==> config.mk <==
export PLATFORM = sky130hd
export DESIGN_NAME = phase_gen
export DESIGN_NICKNAME = d
export VERILOG_FILES = /design/src/rtl/phase_gen.sv
export SDC_FILE = /design/constraint.sdc
export NUM_CORES = 1
export LEC_CHECK = 0
export CORE_ASPECT_RATIO = 1.4
export CORE_MARGIN = 2
export CORE_UTILIZATION = 61
export DETAILED_ROUTE_END_ITERATION = 16
export HOLD_SLACK_MARGIN = 0.15
export PLACE_DENSITY = 0.95
export SYNTH_ARGS = -nofsm -noshare
export SYNTH_HDL_FRONTEND = slang
export SYNTH_SLANG_ARGS = --single-unit
==> constraint.sdc <==
create_clock -name clk -period 5.6 [get_ports clk]
set_input_delay 1.12 -clock clk [delete_from_list [all_inputs] [get_ports clk]]
set_output_delay 1.12 -clock clk [all_outputs]
set_load 0.03 [all_outputs]
==> src/rtl/phase_gen.sv <==
// rtl/phase_gen.sv - Q3.13 radian phase accumulator with wrap at +pi
// Feeds a CORDIC stage over a valid/ready handshake; supports continuous and burst runs.
module phase_gen #(
  parameter int                          PHASE_W = 16,
  parameter logic signed [PHASE_W-1:0]   PI_POS  = 16'sh6488,
  parameter logic signed [PHASE_W-1:0]   PI_NEG  = 16'sh9B78,
  parameter int                          INC_DEF = 256,
  parameter int                          CNT_W   = 16
) (
  input  logic                clk,
  input  logic                rst_n,
  input  logic                start,
  input  logic                stop,
  input  logic [PHASE_W-1:0]  inc_in,
  input  logic                inc_load,
  input  logic [CNT_W-1:0]    burst_len,
  output logic [PHASE_W-1:0]  phase,
  output logic                phase_tvalid,
  input  logic                phase_tready,
  output logic                busy,
  output logic                done
);

  localparam logic [1:0] ST_IDLE  = 2'd0;
  localparam logic [1:0] ST_RUN   = 2'd1;
  localparam logic [1:0] ST_DRAIN = 2'd2;

  localparam logic [PHASE_W-1:0] INC_RST = PHASE_W'(INC_DEF);
  localparam logic [PHASE_W-1:0] INC_MAX = PI_POS - {{(PHASE_W-1){1'b0}}, 1'b1};
  localparam logic [PHASE_W-1:0] MAG_MASK = {1'b0, {(PHASE_W-1){1'b1}}};

  logic [1:0]          state_q, state_d;
  logic [PHASE_W-1:0]  phase_q, phase_d;
  logic                tvalid_q, tvalid_d;
  logic                busy_q, busy_d;
  logic                done_q, done_d;
  logic [PHASE_W-1:0]  inc_q, inc_d;
  logic [CNT_W-1:0]    count_q, count_d;
  logic [CNT_W-1:0]    len_q, len_d;

  logic                       beat;
  logic                       last_beat;
  logic [PHASE_W-1:0]         inc_mag;
  logic signed [PHASE_W:0]    sum_w;
  logic signed [PHASE_W:0]    pi_pos_ext;
  logic signed [PHASE_W:0]    span_ext;
  logic signed [PHASE_W:0]    folded_w;
  logic [PHASE_W-1:0]         phase_next;

  assign beat      = tvalid_q & phase_tready;
  assign last_beat = (len_q != '0) && (count_q == len_q - 1'b1);

  // Increment is a non-negative magnitude below +pi, so one fold by 2*pi suffices.
  assign pi_pos_ext = {PI_POS[PHASE_W-1], PI_POS};
  assign span_ext   = pi_pos_ext - {PI_NEG[PHASE_W-1], PI_NEG};
  assign sum_w      = $signed({phase_q[PHASE_W-1], phase_q}) + $signed({inc_q[PHASE_W-1], inc_q});
  assign folded_w   = sum_w - span_ext;
  assign phase_next = (sum_w >= pi_pos_ext) ? folded_w[PHASE_W-1:0] : sum_w[PHASE_W-1:0];

  assign inc_mag = inc_in & MAG_MASK;

  always_comb begin
    inc_d = inc_q;
    if (inc_load) begin
      inc_d = (inc_mag > INC_MAX) ? INC_MAX : inc_mag;
    end
  end

  always_comb begin
    state_d  = state_q;
    phase_d  = phase_q;
    tvalid_d = tvalid_q;
    done_d   = 1'b0;
    count_d  = count_q;
    len_d    = len_q;

    case (state_q)
      ST_IDLE: begin
        if (start && !stop) begin
          state_d  = ST_RUN;
          phase_d  = '0;
          tvalid_d = 1'b1;
          count_d  = '0;
          len_d    = burst_len;
        end
      end
      ST_RUN: begin
        if (beat) begin
          phase_d = phase_next;
          count_d = count_q + 1'b1;
          if (last_beat || stop) begin
            state_d  = ST_IDLE;
            tvalid_d = 1'b0;
            done_d   = 1'b1;
          end
        end else if (stop) begin
          state_d = ST_DRAIN;
        end
      end
      ST_DRAIN: begin
        // Current word stays presented; it is the final beat of the run.
        if (beat) begin
          state_d  = ST_IDLE;
          tvalid_d = 1'b0;
          done_d   = 1'b1;
        end
      end
      default: begin
        state_d  = ST_IDLE;
        tvalid_d = 1'b0;
      end
    endcase

    busy_d = (state_d != ST_IDLE);
  end

  always_ff @(posedge clk or negedge rst_n) begin
    if (!rst_n) begin
      state_q  <= ST_IDLE;
      phase_q  <= '0;
      tvalid_q <= 1'b0;
      busy_q   <= 1'b0;
      done_q   <= 1'b0;
      inc_q    <= INC_RST;
      count_q  <= '0;
      len_q    <= '0;
    end else begin
      state_q  <= state_d;
      phase_q  <= phase_d;
      tvalid_q <= tvalid_d;
      busy_q   <= busy_d;
      done_q   <= done_d;
      inc_q    <= inc_d;
      count_q  <= count_d;
      len_q    <= len_d;
    end
  end

  assign phase        = phase_q;
  assign phase_tvalid = tvalid_q;
  assign busy         = busy_q;
  assign done         = done_q;

endmodule
==> results.py, run 1 <==
metrics = {
    "run_status": {
        "status": "completed",
    },
    "synthesis": {
        "postSynth.asyncResetShare": 1.00,
        "syn-instance-count": 520,
        "ys_ff_latch": 68,
        "netlist_area_sq_um": 4700,
        "synth_edf_count": 0,
        "synth_warnings": 0,
        "synth_ff_type": "dfrtp_1",
        "synth.yosys.seq_area_share": 0.362,
        "synthesis.nets": 582,
        "syn_area_per_cell_sq_um": 9.04,
        "ys_types": 69,
    },
    "final_layout": {
        "diodes": 0,
        "syn2layout_area_growth_pct": 16.8,
        "drive_above_1_share": 0.0941,
        "fillers": 534,
        "final_nets": 631,
        "design_area_sq_um": 5490,
        "utilization": 0.741,
    },
    "floorplan": {
        "chipHeight_um": 108,
        "core_sq_um": 7410,
        "core.rowCount": 37,
        "io_pins": 57,
        "initial_core_util": 0.635,
        "dieArea_sq_um": 8430,
        "die_w_um": 78.2,
    },
    "routing": {
        "drt_pass1_iterations": 5,
        "wl_per_cell_um": 18.5,
        "vias_per_cell": 6.49,
        "drc": 0,
        "drt-initial-drc-count": 354,
        "routed_wl_um": 12400,
        "ant_nets": 0,
        "vias": 4355,
    },
    "cts": {
        "clk_pin_slew_worst_paths_ps": 80,
        "post_cts.repair.setup_buffers": 0,
        "clk_latency_ps": 370,
        "cts_made_buffers": 9,
        "cts_resized": 0,
        "htreeDepth": 3,
        "cts_tree": "yes",
        "cts.sinks": 68,
        "clock_path_buffers": 2,
        "postCtsHoldBufs": 0,
        "clockRootBuffer": "clkbuf_8",
    },
    "setup_path": {
        "startpoint_type": "flop",
        "crit_required_ps": 5850,
        "critical_path_class": "flop to flop",
        "arrival_ps": 4300,
        "end_kind": "flop",
        "critPathMaxFanout": 15,
        "r2r_start": "phase[0]",
        "crit_path_start": "phase[0]",
    },
    "min_path": {
        "hp-class": "flop to flop",
        "hp-start": "inc_q[8]",
    },
    "placement": {
        "io_buffers": 55,
        "place_area_sq_um": 5300,
        "dp_hpwl_um": 8870,
        "gp_congestion": 0.979,
    },
    "sta": {
        "grt_setup_unrepaired": "false",
        "setup-violations-final": 0,
        "period_minus_slack_ps": 4040,
        "max_freq_mhz": 247,
        "drv_slew": 0,
        "timing.setup.tns_ps": 0,
        "worstMarginPinSlew_ps": 1070,
        "clock_skew_ps": 11.8,
        "slew-limit-headroom": 0.281,
        "finalCritPeriodShare": 0.722,
        "finalHoldViolCount": 0,
    },
    "global_routing": {
        "grt_max_degree": 69,
        "grt_pass1_vias": 4419,
        "grt_remaining_overflow": 0,
        "grt_pass1_wl_um": 20600,
        "grt.total_usage": 0.309,
        "grt_antenna_before_repair": 0,
    },
    "pwr": {
        "powerDensity_nw_per_um2": 502,
        "leakagePower_nw": 2.35,
        "ir_worst_vdd_mv": 0.306,
    },
    "job": {
        "drv_cap": 0,
    },
}
[cell usage in the layout (no fill, tap or decap), types with 6 or more instances in the layout]
master,Yosys,routed
a211oi_1,9,9
nor2_1,39,39
dfrtp_1,67,67
nand4_1,13,13
nor2b_1,6,6
nor3_1,12,12
mux2_2,19,19
nand3_1,17,17
xnor2_1,20,20
and3_1,8,8
or3_1,9,9
a21oi_1,23,23
ha_1,23,23
xor2_1,17,17
a21o_1,6,6
o21ai_0,40,40
clkdlybuf4s50_1,0,54
clkbuf_8,0,9
o211ai_1,9,9
nand2_1,48,48
inv_1,25,25
[registers in the layout, indices dropped and copies added (netlist names)]
register      count
done              1
phase_tvalid      1
len_q            16
inc_q            15
busy              1
phase            16
state_q           2
count_q          16
[worst max-delay path, cell delays in order, from the launching register on]
cell      delay (ps)
dfrtp_1          410
ha_1             210
fa_1             230
a21o_1           160
nand4_1          180
a21oi_1          250
o21ai_0          160
o311ai_0         930
o311ai_2         350
a21oi_2          640
a21oi_1          140
o31ai_1          260
[final timing paths]
check,depth (start not counted),to,slack [ps]
min in group asynchronous,2,done,940
min,2,inc_q[8],490
max reg2reg,11,phase[8],1560
max,11,phase[8],1560
max in group asynchronous,2,inc_q[6],4110
min reg2reg,2,inc_q[8],490
[cells in the mapped netlist, types with 13 or more instances]
library cell,count,area share
o21ai_0,40,0.043
nor2_1,39,0.031
mux2_2,19,0.046
xnor2_1,20,0.037
nand2_1,48,0.038
nand4_1,13,0.017
nand3_1,17,0.018
a21oi_1,23,0.024
dfrtp_1,67,0.36
inv_1,25,0.020
ha_1,23,0.061
xor2_1,17,0.032
[through the flow]
stage          std cells  hold slack (ps)  power, mW  setup WS [ps]
3_3_place_gp         655              465       2.24           1830
5_1_grt              671              520       2.93           1340
2_1_floorplan        520              450       1.89           2360
4_1_cts              671              489       2.73           1660
6_report             671              487       2.76           1560
3_5_place_dp         655              479       2.30           1730
[power breakdown]
part	leakage [nW]	total, mW	switching, mW	internal, mW
sequential	0.873	0.802	0.182	0.620
combinational	1.38	1.55	0.907	0.639
clock	0.0962	0.411	0.205	0.206
[kinds of logic after synthesis]
logic type,share of synthesized area
buffers and inverters,0.0365
AND/OR/NAND/NOR,0.192
flip-flops,0.362
XOR/XNOR,0.0689
AO/OA/AOI/OAI,0.216
adder cells (fa/ha/maj),0.0655
multiplexers,0.0586
[final cells by class]
| type | count | area, sq um | area share |
|---|---|---|---|
| inverter | 25 | 93.8 | 0.0171 |
| multi-input combinational | 409 | 2830 | 0.515 |
| tap | 97 | 121 | 0.0221 |
| clock buffer | 10 | 128 | 0.0232 |
| sequential | 68 | 1700 | 0.310 |
| clock inverter | 6 | 65.1 | 0.0119 |
| timing repair buffer | 56 | 553 | 0.101 |
[metal layers]
layer,wire [um],GRT usage,up-vias,part of all wire
li1,-,-,2017,-
met3,553,0.0386,50,0.045
met4,576,0.208,0,0.047
met5,0,0,-,0
met2,6700,0.563,180,0.54
met1,4550,0.330,2108,0.37
Power figures use the tool's default switching activity.
==> inputs of run 2 (changes only) <==
Settings changed: CORE_UTILIZATION 61 to 57, PLACE_DENSITY 0.95 to 0.91.
Clock period 5.6 ns to 4 ns, I/O delays scaled along.
==> results.py, run 2 (same netlist as run 1, synthesis figures left out) <==
metrics = {
    "sta": {
        "finalHoldViolCount": 0,
        "worst_slack_ps": 463,
        "grt_setup_unrepaired": "false",
        "max_freq_mhz": 283,
        "clock_skew_ps": 5.40,
        "worstMarginPinSlew_ps": 777,
        "finalCritPeriodShare": 0.884,
        "drv_slew": 0,
        "timing.setup.tns_ps": 0,
        "slew-limit-headroom": 0.481,
        "setup-violations-final": 0,
        "period_minus_slack_ps": 3540,
    },
    "final_layout": {
        "final_cell_mix": "dfrtp_1 (67), clkdlybuf4s50_1 (54), nand2_1 (48)",
        "multiInputGateArea_sq_um": 2830,
        "seqCellArea_sq_um": 1700,
        "utilization": 0.699,
        "layout_commonest_cell": "dfrtp_1",
        "diodes": 0,
        "drive_above_1_share": 0.105,
        "fillers": 617,
        "final_nets": 637,
        "syn2layout_area_growth_pct": 20.4,
    },
    "cts": {
        "clk_pin_slew_worst_paths_ps": 60,
        "clockRootBuffer": "clkbuf_16",
        "clock_path_buffers": 2,
        "postCtsHoldBufs": 0,
        "clk_latency_ps": 340,
        "cts_made_buffers": 9,
        "post_cts.repair.setup_buffers": 0,
        "cts_tree": "yes",
        "cts_resized": 0,
        "cts.sinks": 68,
        "htreeDepth": 3,
    },
    "placement": {
        "dp_slack_ps": 556,
        "dp_hpwl_um": 8920,
        "io_buffers": 55,
        "gp_congestion": 1.02,
    },
    "pwr": {
        "ir_worst_vdd_mv": 0.554,
        "leakagePower_nw": 2.44,
        "total_power_mw": 4.16,
        "powerDensity_nw_per_um2": 735,
    },
    "setup_path": {
        "startpoint_type": "flop",
        "r2r.worst_path.cells": 10,
        "end_kind": "flop",
        "arrival_ps": 3770,
        "critPathMaxFanout": 8,
        "critical_path_class": "flop to flop",
        "crit_required_ps": 4240,
    },
    "global_routing": {
        "grt.total_usage": 0.296,
        "grt_antenna_before_repair": 0,
        "grt_max_degree": 32,
        "grt_pass1_vias": 4396,
        "grt_pass1_wl_um": 20700,
        "grt_remaining_overflow": 0,
    },
    "routing": {
        "drt_pass1_iterations": 5,
        "vias": 4354,
        "vias_per_cell": 6.38,
        "drc": 0,
        "wl_per_cell_um": 18.1,
        "ant_nets": 0,
        "drt-initial-drc-count": 323,
        "routed_wl_um": 12300,
    },
    "floorplan": {
        "core_sq_um": 8100,
        "core.rowCount": 39,
        "chipHeight_um": 111,
        "dieArea_sq_um": 9000,
        "initial_core_util": 0.580,
        "io_pins": 57,
        "die_w_um": 80.8,
    },
    "min_path": {
        "hp-class": "input port to asynchronous set/reset pin",
    },
    "job": {
        "drv_cap": 0,
    },
    "run_status": {
        "status": "completed",
    },
}
==> run 2: worst paths after layout <==
check | startpoint | endpoint | slack, ps
worst max-delay path | phase[4] | phase[8] | 460
worst min-delay path | rst_n | len_q[8] | 420
worst max register to register | phase[4] | phase[8] | 460
worst min register to register | inc_q[8] | inc_q[8] | 480
max in group asynchronous | rst_n | inc_q[12] | 2760
min in group clk | inc_q[8] | inc_q[8] | 480
==> run 2: where the power goes <==
part	internal, mW	switching [mW]
clock network	0.517	0.310
registers	0.870	0.242
logic	0.959	1.26
==> run 2: layer usage <==
| metal | routed length [um] | GRT usage |
|---|---|---|
| met5 | 0 | 0 |
| met1 | 4600 | 0.335 |
| met2 | 6420 | 0.507 |
| met3 | 569 | 0.0527 |
| met4 | 720 | 0.181 |
==> run 2: stage by stage <==
stage               cells  area [sq um]  hold slack [ps]
floorplan             520          4700              450
global placement      666          5350              466
detailed placement    666          5350              473
CTS                   682          5660              441
global route          682          5660              468
finish                682          5660              424
==> run 2: layout make-up <==
class                           instances  area share
Sequential cell                        68       0.301
Inverter                               25      0.0166
Clock inverter                          5      0.0106
Multi-Input combinational cell        409       0.499
Clock buffer                           11      0.0446
Tap cell                              102      0.0225
Timing Repair Buffer                   62       0.106
==> run 2: critical path, stage by stage, from the launching register on <==
cell and delay, ps:
dfrtp_1 400, ha_1 430, and3_1 270, a221oi_4 390
mux2i_1 560, a211oi_1 130, o311ai_2 520, a21oi_2 120
buf_4 190, and3_1 170, o31ai_1 230
